`config.mk`:
```
export PLATFORM = sky130hd
export DESIGN_NAME = uart_tx_fifo
export DESIGN_NICKNAME = d
export VERILOG_FILES = /design/src/rtl/uart_tx_fifo.sv
export SDC_FILE = /design/constraint.sdc
export NUM_CORES = 1
export LEC_CHECK = 0
export ABC_CLOCK_PERIOD_IN_PS = 3400
export BUFFER_PORTS_ARGS = -buffer_cell sky130_fd_sc_hd__clkbuf_2
export CAP_MARGIN = 20
export CORE_MARGIN = 1
export CORE_UTILIZATION = 50
export DETAILED_ROUTE_END_ITERATION = 8
export GPL_TIMING_DRIVEN = 0
export HOLD_SLACK_MARGIN = 0.03
export MAX_ROUTING_LAYER = met4
export PLACE_DENSITY = 0.66
export SLEW_MARGIN = 10
export SYNTH_ARGS = -nofsm -noshare
export SYNTH_HDL_FRONTEND = slang
export SYNTH_SLANG_ARGS = --single-unit
```
`constraint.sdc`:
```
create_clock -name i_clk -period 3.4 [get_ports i_clk]
set_clock_uncertainty 0.05 [all_clocks]
set_input_delay 0.51 -clock i_clk [delete_from_list [all_inputs] [get_ports i_clk]]
set_output_delay 0.51 -clock i_clk [all_outputs]
set_load 0.01 [all_outputs]
```
`src/rtl/uart_tx_fifo.sv`:
```
// Buffered UART transmitter: a FIFO feeds a framing FSM that sends words back-to-back.
// Optional parity slot is compiled in when UART_TX_PARITY_EN is defined.
module uart_tx_fifo #(
    parameter int CLOCK_MHZ       = 16,
    parameter int BAUD_RATE       = 115200,
    parameter int DATA_BITS       = 8,
    parameter int STOP_BITS       = 1,
    parameter int FIFO_DEPTH_LOG2 = 4,
    parameter int PARITY_ODD      = 0
) (
    input  logic                       i_clk,
    input  logic                       i_reset,
    input  logic                       i_write,
    input  logic [DATA_BITS-1:0]       i_data,
    output logic                       o_full,
    output logic                       o_empty,
    output logic [FIFO_DEPTH_LOG2:0]   o_level,
    output logic                       o_overflow,
    output logic                       o_busy,
    output logic                       o_uart_tx
);

    localparam int CLKS_PER_BIT = (CLOCK_MHZ * 1_000_000) / BAUD_RATE;
    localparam int CNT_W        = (CLKS_PER_BIT > 1) ? $clog2(CLKS_PER_BIT) : 1;
    localparam int LW           = FIFO_DEPTH_LOG2 + 1;
    localparam int DEPTH        = 2 ** FIFO_DEPTH_LOG2;

    localparam logic [CNT_W-1:0]           CNT_LAST   = CNT_W'(CLKS_PER_BIT - 1);
    localparam logic [CNT_W-1:0]           CNT_ONE    = CNT_W'(1);
    localparam logic [2:0]                 DATA_LAST  = 3'(DATA_BITS - 1);
    localparam logic [2:0]                 STOP_LAST  = 3'(STOP_BITS - 1);
    localparam logic [LW-1:0]              LEVEL_FULL = LW'(DEPTH);
    localparam logic [LW-1:0]              LEVEL_ONE  = LW'(1);
    localparam logic [FIFO_DEPTH_LOG2-1:0] PTR_ONE    = FIFO_DEPTH_LOG2'(1);

    if (DATA_BITS < 5 || DATA_BITS > 8) begin : g_bad_data_bits
        $error("uart_tx_fifo: DATA_BITS must be 5..8");
    end
    if (STOP_BITS < 1 || STOP_BITS > 2) begin : g_bad_stop_bits
        $error("uart_tx_fifo: STOP_BITS must be 1 or 2");
    end
    if (PARITY_ODD < 0 || PARITY_ODD > 1) begin : g_bad_parity_odd
        $error("uart_tx_fifo: PARITY_ODD must be 0 or 1");
    end

`ifdef UART_TX_PARITY_EN
    typedef enum logic [2:0] {
        S_IDLE   = 3'd0,
        S_START  = 3'd1,
        S_DATA   = 3'd2,
        S_PARITY = 3'd3,
        S_STOP   = 3'd4
    } state_t;

    localparam logic PARITY_ODD_BIT = 1'(PARITY_ODD);

    function automatic logic parity_of(input logic [DATA_BITS-1:0] word);
        return (^word) ^ PARITY_ODD_BIT;
    endfunction
`else
    typedef enum logic [2:0] {
        S_IDLE  = 3'd0,
        S_START = 3'd1,
        S_DATA  = 3'd2,
        S_STOP  = 3'd4
    } state_t;
`endif

    logic [DATA_BITS-1:0]       mem_r [DEPTH];
    logic [FIFO_DEPTH_LOG2-1:0] wr_ptr_r;
    logic [FIFO_DEPTH_LOG2-1:0] rd_ptr_r;
    logic [LW-1:0]              level_r;
    logic [LW-1:0]              level_s;
    logic                       full_r;
    logic                       empty_r;
    logic                       overflow_r;
    logic                       busy_r;
    logic                       tx_r;
    logic                       push_s;
    logic                       pop_s;
    logic                       line_s;
    logic                       baud_done_s;
    logic [DATA_BITS-1:0]       head_s;

    state_t                     state_r;
    state_t                     state_s;
    logic [CNT_W-1:0]           cnt_r;
    logic [CNT_W-1:0]           cnt_s;
    logic [2:0]                 bit_r;
    logic [2:0]                 bit_s;
    logic [DATA_BITS-1:0]       shift_r;
    logic [DATA_BITS-1:0]       shift_s;
`ifdef UART_TX_PARITY_EN
    logic                       parity_r;
    logic                       parity_s;
`endif

    assign push_s      = i_write && !full_r;
    assign head_s      = mem_r[rd_ptr_r];
    assign baud_done_s = (cnt_r == CNT_LAST);

    // FIFO storage array; no reset needed since pointers gate every read
    always_ff @(posedge i_clk) begin
        if (push_s) begin
            mem_r[wr_ptr_r] <= i_data;
        end
    end

    // Occupancy after this edge's push/pop
    always_comb begin
        level_s = level_r;
        case ({push_s, pop_s})
            2'b10:   level_s = level_r + LEVEL_ONE;
            2'b01:   level_s = level_r - LEVEL_ONE;
            default: level_s = level_r;
        endcase
    end

    // FIFO pointers, registered flags and sticky overflow
    always_ff @(posedge i_clk) begin
        if (i_reset) begin
            wr_ptr_r   <= '0;
            rd_ptr_r   <= '0;
            level_r    <= '0;
            full_r     <= 1'b0;
            empty_r    <= 1'b1;
            overflow_r <= 1'b0;
        end else begin
            if (push_s) begin
                wr_ptr_r <= wr_ptr_r + PTR_ONE;
            end
            if (pop_s) begin
                rd_ptr_r <= rd_ptr_r + PTR_ONE;
            end
            level_r <= level_s;
            full_r  <= (level_s == LEVEL_FULL);
            empty_r <= (level_s == '0);
            if (i_write && full_r) begin
                overflow_r <= 1'b1;
            end
        end
    end

    // Framing FSM next-state, baud/bit counters and FIFO pop
    always_comb begin
        state_s = state_r;
        cnt_s   = cnt_r;
        bit_s   = bit_r;
        shift_s = shift_r;
        pop_s   = 1'b0;
`ifdef UART_TX_PARITY_EN
        parity_s = parity_r;
`endif
        case (state_r)
            S_IDLE: begin
                if (!empty_r) begin
                    pop_s   = 1'b1;
                    shift_s = head_s;
`ifdef UART_TX_PARITY_EN
                    parity_s = parity_of(head_s);
`endif
                    cnt_s   = '0;
                    bit_s   = 3'd0;
                    state_s = S_START;
                end else begin
                    state_s = S_IDLE;
                end
            end
            S_START: begin
                if (baud_done_s) begin
                    cnt_s   = '0;
                    bit_s   = 3'd0;
                    state_s = S_DATA;
                end else begin
                    cnt_s = cnt_r + CNT_ONE;
                end
            end
            S_DATA: begin
                if (baud_done_s) begin
                    cnt_s   = '0;
                    shift_s = shift_r >> 1;
                    if (bit_r == DATA_LAST) begin
                        bit_s = 3'd0;
`ifdef UART_TX_PARITY_EN
                        state_s = S_PARITY;
`else
                        state_s = S_STOP;
`endif
                    end else begin
                        bit_s = bit_r + 3'd1;
                    end
                end else begin
                    cnt_s = cnt_r + CNT_ONE;
                end
            end
`ifdef UART_TX_PARITY_EN
            S_PARITY: begin
                if (baud_done_s) begin
                    cnt_s   = '0;
                    bit_s   = 3'd0;
                    state_s = S_STOP;
                end else begin
                    cnt_s = cnt_r + CNT_ONE;
                end
            end
`endif
            S_STOP: begin
                if (baud_done_s) begin
                    cnt_s = '0;
                    if (bit_r == STOP_LAST) begin
                        bit_s = 3'd0;
                        // Chain straight into the next frame so there is no idle gap
                        if (!empty_r) begin
                            pop_s   = 1'b1;
                            shift_s = head_s;
`ifdef UART_TX_PARITY_EN
                            parity_s = parity_of(head_s);
`endif
                            state_s = S_START;
                        end else begin
                            state_s = S_IDLE;
                        end
                    end else begin
                        bit_s = bit_r + 3'd1;
                    end
                end else begin
                    cnt_s = cnt_r + CNT_ONE;
                end
            end
            default: begin
                state_s = S_IDLE;
            end
        endcase
    end

    // Line level for the current state; registered below so the pin lags the state by one edge
    always_comb begin
        line_s = 1'b1;
        case (state_r)
            S_IDLE:   line_s = 1'b1;
            S_START:  line_s = 1'b0;
            S_DATA:   line_s = shift_r[0];
`ifdef UART_TX_PARITY_EN
            S_PARITY: line_s = parity_r;
`endif
            S_STOP:   line_s = 1'b1;
            default:  line_s = 1'b1;
        endcase
    end

    // FSM state, datapath and registered line/busy outputs
    always_ff @(posedge i_clk) begin
        if (i_reset) begin
            state_r <= S_IDLE;
            cnt_r   <= '0;
            bit_r   <= 3'd0;
            shift_r <= '0;
`ifdef UART_TX_PARITY_EN
            parity_r <= 1'b0;
`endif
            tx_r    <= 1'b1;
            busy_r  <= 1'b0;
        end else begin
            state_r <= state_s;
            cnt_r   <= cnt_s;
            bit_r   <= bit_s;
            shift_r <= shift_s;
`ifdef UART_TX_PARITY_EN
            parity_r <= parity_s;
`endif
            tx_r    <= line_s;
            busy_r  <= (state_r != S_IDLE) || !empty_r;
        end
    end

    assign o_full     = full_r;
    assign o_empty    = empty_r;
    assign o_level    = level_r;
    assign o_overflow = overflow_r;
    assign o_busy     = busy_r;
    assign o_uart_tx  = tx_r;

endmodule
```
[Word level (Yosys, flattened, before mapping)]
Memories as Yosys holds them, arrays and structs flattened. A register that Yosys moved wholly into a read port is not among the register bits.
Cells that the tools add are included.
Widths: inputs -> output; s select.
Storage, ports and cells
  flip-flop bits (word level): 40
  bits in writable memories: 128
  bits of input ports: 11
  output and inout bits: 10
  memories kept: 1
Operators by class
  add/sub/neg operators: 6
  eq/ne operators: 14
  mux-type cells: 32
  reductions and logical operators: 17
Memory list
  mem_r: depth 16, bits a word 8, rd ports 1, clocked after Yosys merged registers in 1, wr ports 1, RTL line 69  | logic [DATA_BITS-1:0] mem_r [DEPTH];
Operators with widths (count)
  $mux 8: 6
  $mux 3: 11
  $pmux 3 s4: 2
  $pmux 8 s3: 1
  $pmux 8 s2: 1
  $ne 2x2->1 const B: 6
  $pmux 5 s2: 1
  $reduce_and 5->1: 2
  $add 4x1->4 const B: 2
  $add 8x1->8 const B: 1
  $eq 8x8->1 const B: 1
  $mux 4: 2
  $eq 3x3->1 const B: 2
  $logic_not 3->1: 2
  $mux 1: 6
  $reduce_bool 3->1: 2
  $add 5x1->5 const B: 1
  $eq 5x5->1 const B: 1
  $logic_not 5->1: 1
  $sub 5x1->5 const B: 1
  $pmux 1 s2: 2
  $reduce_and 4->1: 1
  $reduce_bool 4->1: 1
  $add 3x1->3 const B: 1
  other kinds (10): 12

[Longest topological paths before layout]
Gate-level depths: netlist (run 1).
  word-level depth: 7
  depth in mapped cells: 15
  depth with buffers taken out: 14

[Worst setup path before layout (run 1)]
OpenSTA, ideal clock, no wires.
  path kind: register to register
  start: reg state_r[0]
  end: reg full_r (netlist: o_full)
  arrival time: 2.980 ns
  data required time: 3.236 ns
  setup slack: 0.255 ns
  cell stages (with the launch flop): 15
  period minus slack after synthesis: 3.145 ns
  path through: dfxtp_1 buf_6 or3_4 nor4_4 nor2_2 inv_1 ha_1 clkbuf_1 xor2_1 ha_1 nand4b_1 a21o_1 a21oi_1 nand2_1 a2111oi_0
On the way
  longest elaborated chain between the ends: 5
  elaborated cells on any way between the ends: 7
  classes of those cells: eq/ne: 4; mux: 2; reduce/logical: 1
Ends and longest elaborated chain
  start: declaration: RTL line 85  | state_t state_r;
  start signal: assignment: RTL line 264  | state_r <= state_s;
  $eq 3x3->1 or $logic_not 3->1 (tied branches): RTL line 154  | case (state_r)
  $pmux 1 s2 (*): RTL line 154
  $eq 2x1->1 or $eq 2x2->1 (tied branches): RTL line 112  | case ({push_s, pop_s})
  $pmux 5 s2 (*): RTL line 112
  $eq 5x5->1 (*): RTL line 136  | full_r <= (level_s == LEVEL_FULL);
  end signal: assignment: RTL line 136
  end: declaration: RTL line 74  | logic full_r;
Every way passes the cells marked *; elsewhere a longest branch is shown, timed or not.
A chain may end at the register's enable or synchronous reset.

[Worst setup path after layout (run 1)]
  start: reg cnt_r[3]
  end: reg full_r (netlist: o_full)
On the way
  longest elaborated chain between the ends: 6
  elaborated cells on any way between the ends: 7
  classes of those cells: eq/ne: 4; mux: 3
Ends and longest elaborated chain
  start: declaration: RTL line 87  | logic [CNT_W-1:0] cnt_r;
  start signal: assignment: RTL line 265  | cnt_r <= cnt_s;
  $eq 8x8->1 (*): RTL line 100  | assign baud_done_s = (cnt_r == CNT_LAST);
  $mux 1 (*): RTL line 208  | if (baud_done_s) begin
  $pmux 1 s2 (*): RTL line 154
  $eq 2x1->1 or $eq 2x2->1 (tied branches): RTL line 112
  $pmux 5 s2 (*): RTL line 112
  $eq 5x5->1 (*): RTL line 136
Marks and branches as above.

==> results.toml, run 1 <==
[setup_path]
r2r_cells = 12
critPathCapture = "o_full"
reg2reg_slack_ns = 0.24
critPathLaunch = "cnt_r[3]"
crit_arrival_ns = 3.42
reg2reg_from = "cnt_r[3]"
required_ns = 3.67
rr_endpoint = "o_full"
endpoint_kind = "flip-flop"
critPathLaunchType = "flip-flop"
crit_type = "flip-flop to flip-flop"
cp_max_fo = 7

[layout]
insertedDiodeCount = 0
fillers = 1079
final_cells = 700
register_area_um2 = 4720
fin_nets = 531
multi_input_area_um2 = 2280
area_growth_pct = 13.7
layout-drive-gt1-share_pct = 22.9

[grt]
antenna_found_initial = 0
overflow = 0
track_usage_pct = 22.0
grt_pass1_wl_um = 22300
grt_max_degree = 18
grt_pass1_vias = 3988

[placed_design]
placed_cells = 668
portBuffers = 19
globalplace.congestion = 0.852
hpwl_um = 9490

[power_and_ir_drop]
vdd.ir_drop.worst_mv = 0.455
power_per_cell_area_nw_per_um2 = 704
p_leak_nw = 2.69

[route]
ant_nets = 0
firstDrtPassIters = 5
vias = 4016
drc = 0
viasPerCell = 5.74
wl_um = 14200
drtIter0Drc = 336
wl_per_cell_um = 20.3

[synth]
yosys_warnings = 0
syn-cell-area_um2 = 7130
syn_inst = 467
synthDistinctLibCells = 57
synth-edff-count = 128
async_reset_ff_share_pct = 0
ys_ff_latch = 172
ys_seq_area_share_pct = 66.2
synth_ff_type = "edfxtp_1"
syn_nets = 491
synth.avg_cell_area_um2 = 15.3

[clock_network]
clk_path_buf_depth = 2
cts_setup_buffers = 0
ctsHoldBuffers = 0
clk_latency_ns = 0.43
clk_pin_slew_worst_paths_ns = 0.07
cts_root_buf = "clkbuf_16"
cts_inserted_buffers = 17
clkSinkCount = 172
cts_tree = "built"
h-tree-depth = 4

[floorplanning]
io-pin-count = 21
die_width_um = 121
start_util_pct = 51.4
die_y_um = 121
rows = 43
core-area_um2 = 13900
dieArea_um2 = 14800

[run]
cap_violations = 0

[timing]
fmax_ghz = 0.317
slew_headroom_pct = 24.4
final.period_utilization_pct = 92.8
fin_crit_ns = 3.16
final-hold-violation-count = 0
rsz0062_at_grt = "no"
finalSetupViolCount = 0
holdWs_ns = 0.279
worst_slew_pin_slew_ns = 1.13
drv_slew = 0

[worst_hold_path]
hold_class = "primary input to flip-flop"

[run_status]
status = "finished clean"
## metal layers
layer	share of wire, %	global-route usage, %	vias to the layer above
met5	0	-	-
met4	1.5	7.33	0
met3	4.7	5.64	19
met2	50	34.3	108
met1	44	28.1	2015
li1	-	-	1874
## cell type report
cell class                      instances  share of cell area, %
Clock inverter                         14                   1.88
Buffer                                 25                   1.73
Inverter                               11                  0.509
Multi-Input combinational cell        258                   28.1
Sequential cell                       172                   58.3
Clock buffer                           18                   5.29
Tap cell                              180                   2.78
Timing Repair Buffer                   22                   1.45
## cell families (layout without fill, tap and decap cells)
logic type,after synthesis,in the layout,share of synthesized area [%]
adder cells (fa/ha/maj),13,13,2.28
flip-flops,172,172,66.2
AO/OA/AOI/OAI,59,59,6.12
multiplexers,45,45,11.7
XOR/XNOR,19,19,2.33
AND/OR/NAND/NOR,122,122,8.77
buffers and inverters,37,90,2.60
## power by group
group          leakage, nW  switching (mW)  total [mW]  internal (mW)
combinational        0.899           0.702        1.29          0.587
clock                0.276           0.868        1.91           1.04
sequential            1.51           0.100        2.51           2.41
## cell usage in the layout, fill, tap and decap left out, types with 3 or more instances in the layout
master and instances:
a211oi_1 3, a21oi_1 14, a221oi_1 4, a22o_1 4
a2bb2oi_1 4, and2_1 3, and3_1 4, buf_2 4
buf_4 8, buf_6 3, clkbuf_1 14, clkbuf_16 17
clkbuf_2 19, clkinvlp_4 3, dfxtp_1 44, edfxtp_1 128
ha_1 12, inv_1 10, inv_6 6, mux2_2 6
mux2i_1 9, mux4_2 30, nand2_1 22, nand2b_1 4
nand3_1 10, nand4_1 4, nor2_1 44, nor2b_1 4
nor3_1 4, nor3_2 4, o211ai_1 4, o21ai_0 7
or3_1 3, xnor2_1 5, xor2_1 14
## what timing repair did
action | CTS | global route
gates resized for setup | 3 | 3
pin swaps | 0 | 1
endpoints found under the setup margin | 2 | 2
## cell usage after synthesis, drive strengths merged, types with 2 or more instances
cell,instances,area share (%)
a22o,4,0.49
nand2,23,1.2
nand2b,4,0.35
a211oi,3,0.32
nor2b,4,0.35
ha,13,2.3
mux4,30,9.5
and3,4,0.35
and2,3,0.26
a221oi,6,0.91
nand4,4,0.35
mux2,6,0.95
o211ai,4,0.42
clkbuf,14,0.74
or3,4,0.42
a211o,2,0.25
edfxtp,128,54
nand3,10,0.70
xnor2,5,0.61
or4b,2,0.28
a2bb2oi,4,0.49
inv,11,0.58
dfxtp,44,12
or3b,3,0.37
a31o,2,0.25
nor3,8,0.56
a22oi,2,0.21
mux2i,9,1.3
buf,12,1.3
a21oi,15,1.1
o21ai,9,0.68
nor2,46,2.5
xor2,14,1.7
## worst min-delay path by stage
stage / cells past startpoint / to / from / slack [ns]
finish: 3 / o_overflow / i_write / 0.28
global route: 3 / o_overflow / i_write / 0.30
CTS: 3 / o_overflow / i_write / 0.27
detailed placement: 2 / shift_r[5] / shift_r[5] / 0.39
global placement: 2 / shift_r[5] / shift_r[5] / 0.39
floorplan: 2 / shift_r[5] / shift_r[5] / 0.38
## per-stage QoR
| stage | instance area [µm²] | power [mW] | worst slack, ns | util (%) | setup TNS, ns |
|---|---|---|---|---|---|
| 3_5_place_dp | 7490 | 3.83 | -0.222 | 54.0 | -0.378 |
| 5_1_grt | 8110 | 5.97 | 0.0259 | 58.4 | 0 |
| 4_1_cts | 8080 | 5.73 | 0.0457 | 58.2 | 0 |
| 6_report | 8110 | 5.70 | 0.243 | 58.4 | 0 |
| 2_1_floorplan | 7130 | 3.49 | 0.255 | - | 0 |
| 3_3_place_gp | 7450 | 3.78 | -0.109 | 53.7 | -0.199 |
## worst max-delay path, stage by stage (launching register included)
cell	delay (ns)
dfxtp_1	0.39
or3b_1	0.46
nor4_4	0.34
nor2_2	0.11
inv_2	0.14
ha_4	0.19
xor2_1	0.15
ha_1	0.24
nand4b_1	0.12
a21o_1	0.20
a21oi_2	0.18
nand2_1	0.09
a2111oi_1	0.38
## registers in the layout, indices dropped and copies added (netlist names), 3 cells and up, named ones only
signal and flops:
o_level 5, state_r 3, bit_r 3, wr_ptr_r 4
cnt_r 8, mem_r 128, rd_ptr_r 4, shift_r 8
Note: power is estimated with default switching activity, not from simulation.
==> run 2, diff against run 1 <==
ABC_CLOCK_PERIOD_IN_PS = 3100   (was 3400)
clock period = 3.1 ns   (was 3.4 ns; I/O delays follow)
==> results.toml, run 2 (synthesized netlist as in run 1, its figures left out) <==
[run_status]
status = "finished clean"

[setup_path]
critPathMaxStageDelay_ns = 0.41
endpoint_kind = "flip-flop"
crit_arrival_ns = 3.24
path_buf_inv = 2
crit_type = "flip-flop to flip-flop"
cp_max_fo = 10
crit_chain = "or3_4 -> nor4_4 -> nor2_2 -> inv_2 -> ha_4 -> buf_6 -> xor2_1 -> ha_2 -> and3b_1 -> o21ai_2 -> a21oi_4 -> nand3b_1 -> a2111oi_2"
critPathLaunchType = "flip-flop"
slowest_stage = "or3_4"
required_ns = 3.37
cp_top_family = "simple AND/OR/NAND/NOR gates"

[clock_network]
h-tree-depth = 4
clk_latency_ns = 0.43
cts_inserted_buffers = 17
clk_pin_slew_worst_paths_ns = 0.06
clkSinkCount = 172
ctsHoldBuffers = 0
cts_root_buf = "clkbuf_16"
clk_path_buf_depth = 2
cts_tree = "built"

[layout]
largest_reg_flops = 128
insertedDiodeCount = 0
design_area_um2 = 8150
top_regs = "mem_r: 128 flops, cnt_r: 8 flops, shift_r: 8 flops"
regMostFlops = "mem_r"
fin_nets = 536
finish.utilization_pct = 58.7
area_growth_pct = 14.3
most-common-layout-cells = "edfxtp_1, nor2_1, dfxtp_1"
final_common_cell = "edfxtp_1"
layout-drive-gt1-share_pct = 25.9
final_cells = 705

[timing]
drv_slew = 0
final.setup.tns_ns = 0
worst_slew_pin_slew_ns = 1.12
finalSetupViolCount = 0
fmax_ghz = 0.337
final-hold-violation-count = 0
final.period_utilization_pct = 95.7
slew_headroom_pct = 24.8
fin_crit_ns = 2.97

[route]
wl_per_cell_um = 20.6
drc = 0
vias = 4087
viasPerCell = 5.80
firstDrtPassIters = 5
ant_nets = 0
drtIter0Drc = 273
wl_um = 14500

[power_and_ir_drop]
p_total_mw = 6.18
power_per_cell_area_nw_per_um2 = 758
vdd.ir_drop.worst_mv = 0.486
p_leak_nw = 2.71

[placed_design]
portBuffers = 19
place_area_um2 = 7480
placed_cells = 667
hpwl_um = 9310
globalplace.congestion = 0.818

[grt]
overflow = 0
grt_pass1_vias = 4035
grt_max_degree = 17
track_usage_pct = 22.3
grt_pass1_wl_um = 22600
antenna_found_initial = 0

[worst_hold_path]
hold_class = "primary input to flip-flop"

[floorplanning]
die_y_um = 121
die_width_um = 121
dieArea_um2 = 14800
io-pin-count = 21
rows = 43
start_util_pct = 51.4
core-area_um2 = 13900

[run]
cap_violations = 0
## run 2: routing by layer
layer	part of all wire, %	GRT usage [%]
met1	43	28.5
met2	50	35.3
met3	5.3	5.26
met4	1.5	7.10
met5	0	-
## run 2: path summary, 6_finish.rpt
path                            slack, ns  depth (start not counted)       start    endpoint
worst max-delay path                 0.13                         13  state_r[1]      o_full
worst min register to register       0.40                          2  shift_r[5]  shift_r[5]
worst min-delay path                 0.25                          3     i_write  o_overflow
worst max register to register       0.13                         13  state_r[1]      o_full
## run 2: layout make-up
cell class	instances	area (µm²)
plain buffers	24	134
clock buffers	17	425
clock inverters	15	114
fillers	1084	5730
inverters	11	41.3
multi-input cells	258	2320
flip-flops and latches	172	4730
well taps	180	225
repair buffers	28	166
## run 2: worst register-to-register path: stages, from the launching register on
cell	delay, ns
dfxtp_4	0.37
or3_4	0.41
nor4_4	0.32
nor2_2	0.09
inv_2	0.09
ha_4	0.12
buf_6	0.09
xor2_1	0.06
ha_2	0.22
and3b_1	0.19
o21ai_2	0.18
a21oi_4	0.09
nand3b_1	0.22
a2111oi_2	0.36
## run 2: metrics by stage
step,worst slack [ns],hold WS (ns)
floorplan,0.0344,0.377
global placement,-0.309,0.387
detailed placement,-0.431,0.400
CTS,0.0130,0.229
global route,-0.00386,0.236
finish,0.133,0.247
## run 2: where the power goes
| group | total (mW) | leakage, nW | switching, mW | internal (mW) |
|---|---|---|---|---|
| logic | 1.48 | 0.933 | 0.802 | 0.682 |
| clock network | 1.94 | 0.265 | 0.904 | 1.04 |
| registers | 2.76 | 1.52 | 0.117 | 2.64 |
## run 2: timing repair
action,4_1_cts,5_1_grt
cloned,0,0
pin swaps,4,9
setup endpoints to repair,4,2
resized for setup,8,17
buffers inserted,3,4
==> run 3, diff against run 2 <==
REMOVE_ABC_BUFFERS = 1   (was default)
==> results.toml, run 3 (synthesized netlist as in run 1, its figures left out) <==
[run_status]
status = "finished clean"

[setup_path]
required_ns = 3.36
crit_arrival_ns = 3.20
critPathLaunchType = "flip-flop"
crit_type = "flip-flop to flip-flop"
endpoint_kind = "flip-flop"
cp_max_fo = 10

[route]
drc = 0
wl_um = 13200
vias = 3839
ant_nets = 0
firstDrtPassIters = 4
drtIter0Drc = 254
wl_per_cell_um = 19.3
viasPerCell = 5.60

[layout]
fin_nets = 516
finish.utilization_pct = 58.4
regMostFlops = "mem_r"
top_regs = "mem_r: 128 flops, cnt_r: 8 flops, shift_r: 8 flops"
area_growth_pct = 13.5
most-common-layout-cells = "edfxtp_1, nor2_1, dfxtp_1"
insertedDiodeCount = 0
largest_reg_flops = 128
layout-drive-gt1-share_pct = 25.3
final_common_cell = "edfxtp_1"

[power_and_ir_drop]
pwr-share-seq_pct = 45.8
p_leak_nw = 2.65
p_int_mw = 4.36
vdd.ir_drop.worst_mv = 0.700
p_sw_mw = 1.84
clkPwrFrac_pct = 31.8
p_sw_share_pct = 29.6
power_per_cell_area_nw_per_um2 = 764
p_comb_share_pct = 22.4

[floorplanning]
die_width_um = 121
io-pin-count = 21
dieArea_um2 = 14800
rows = 43
core-area_um2 = 13900
die_y_um = 121
start_util_pct = 51.4

[placed_design]
hpwl_um = 8730
globalplace.congestion = 0.809
portBuffers = 20

[timing]
finalSetupViolCount = 0
drv_slew = 0
slew_headroom_pct = 32.5
final.period_utilization_pct = 94.8
final.setup.tns_ns = 0
holdWs_ns = 0.240
fin_crit_ns = 2.94
fmax_ghz = 0.340
worst_slew_pin_slew_ns = 1.01
final-hold-violation-count = 0

[clock_network]
cts_tree = "built"
clk_latency_ns = 0.43
h-tree-depth = 4
clk_path_buf_depth = 2
clkSinkCount = 172
cts_root_buf = "clkbuf_16"
cts_inserted_buffers = 17
ctsHoldBuffers = 0
clk_pin_slew_worst_paths_ns = 0.07

[grt]
grt_pass1_wl_um = 20800
grt_pass1_vias = 3840
track_usage_pct = 20.4
grt_max_degree = 29
antenna_found_initial = 0
overflow = 0

[worst_hold_path]
hold_class = "primary input to flip-flop"

[run]
cap_violations = 0
-- run 3: changes by cell type in the layout (fill, tap and decap cells not counted), sizes merged --
| cell | previous run | this run |
|---|---|---|
| clkinv | 8 | 2 |
| buf | 20 | 12 |
| inv | 16 | 18 |
| clkinvlp | 2 | 6 |
| clkbuf | 49 | 37 |
-- run 3: final cells by class --
cell class,instances,area (µm²)
fill,1041,5780
sequential,172,4730
multi-input combinational,258,2320
clock buffer,17,425
timing repair buffer,32,226
tap,180,225
clock inverter,15,126
inverter,11,43.8
-- run 3: path summary, 6_finish.rpt --
kind         startpoint    endpoint  slack, ns  cells past startpoint
max          state_r[1]      o_full       0.16                     12
min             i_write  o_overflow       0.24                      3
max reg2reg  state_r[1]      o_full       0.16                     12
min reg2reg  shift_r[5]  shift_r[5]       0.41                      2
-- run 3: worst max-delay path: stages, from the launching register on --
cell and delay, ns:
dfxtp_4 0.38, or3_4 0.41, nor4_4 0.34, nor2_4 0.07
inv_4 0.08, ha_4 0.15, xor2_1 0.07, ha_2 0.21
and3b_1 0.16, o21ai_1 0.16, a21oi_2 0.11, nand3b_1 0.23
a2111oi_4 0.42
-- run 3: what timing repair did --
item | 4_1_cts | 5_1_grt
pin swaps | 2 | 4
setup endpoints to repair | 4 | 3
buffers inserted | 2 | 5
resized for setup | 12 | 12
-- run 3: power by group through the flow --
stage	combinational, mW	clock [mW]	sequential, mW
after floorplan	0.857	0	2.89
after global placement	1.14	0	2.93
after detailed placement	1.22	0	2.91
after CTS	1.30	2.01	2.86
after global routing	1.52	2.10	2.87
final	1.39	1.97	2.83
-- run 3: per-stage QoR --
stage          setup slack (ns)  instance area [µm²]  total power, mW  cells
2_1_floorplan            0.0160                 6990             3.75    441
3_3_place_gp             -0.658                 7320             4.08    641
3_5_place_dp             -0.736                 7390             4.13    645
4_1_cts                  0.0426                 8020             6.17    679
5_1_grt                -0.00219                 8100             6.49    685
6_report                  0.160                 8100             6.19    685
-- run 3: metal layers --
layer	vias to the layer above	GRT usage, %	part of all wire [%]
li1	1840	-	-
met1	1925	24.0	42
met2	63	33.9	53
met3	11	5.55	4.2
met4	0	7.18	1.4
met5	-	-	0
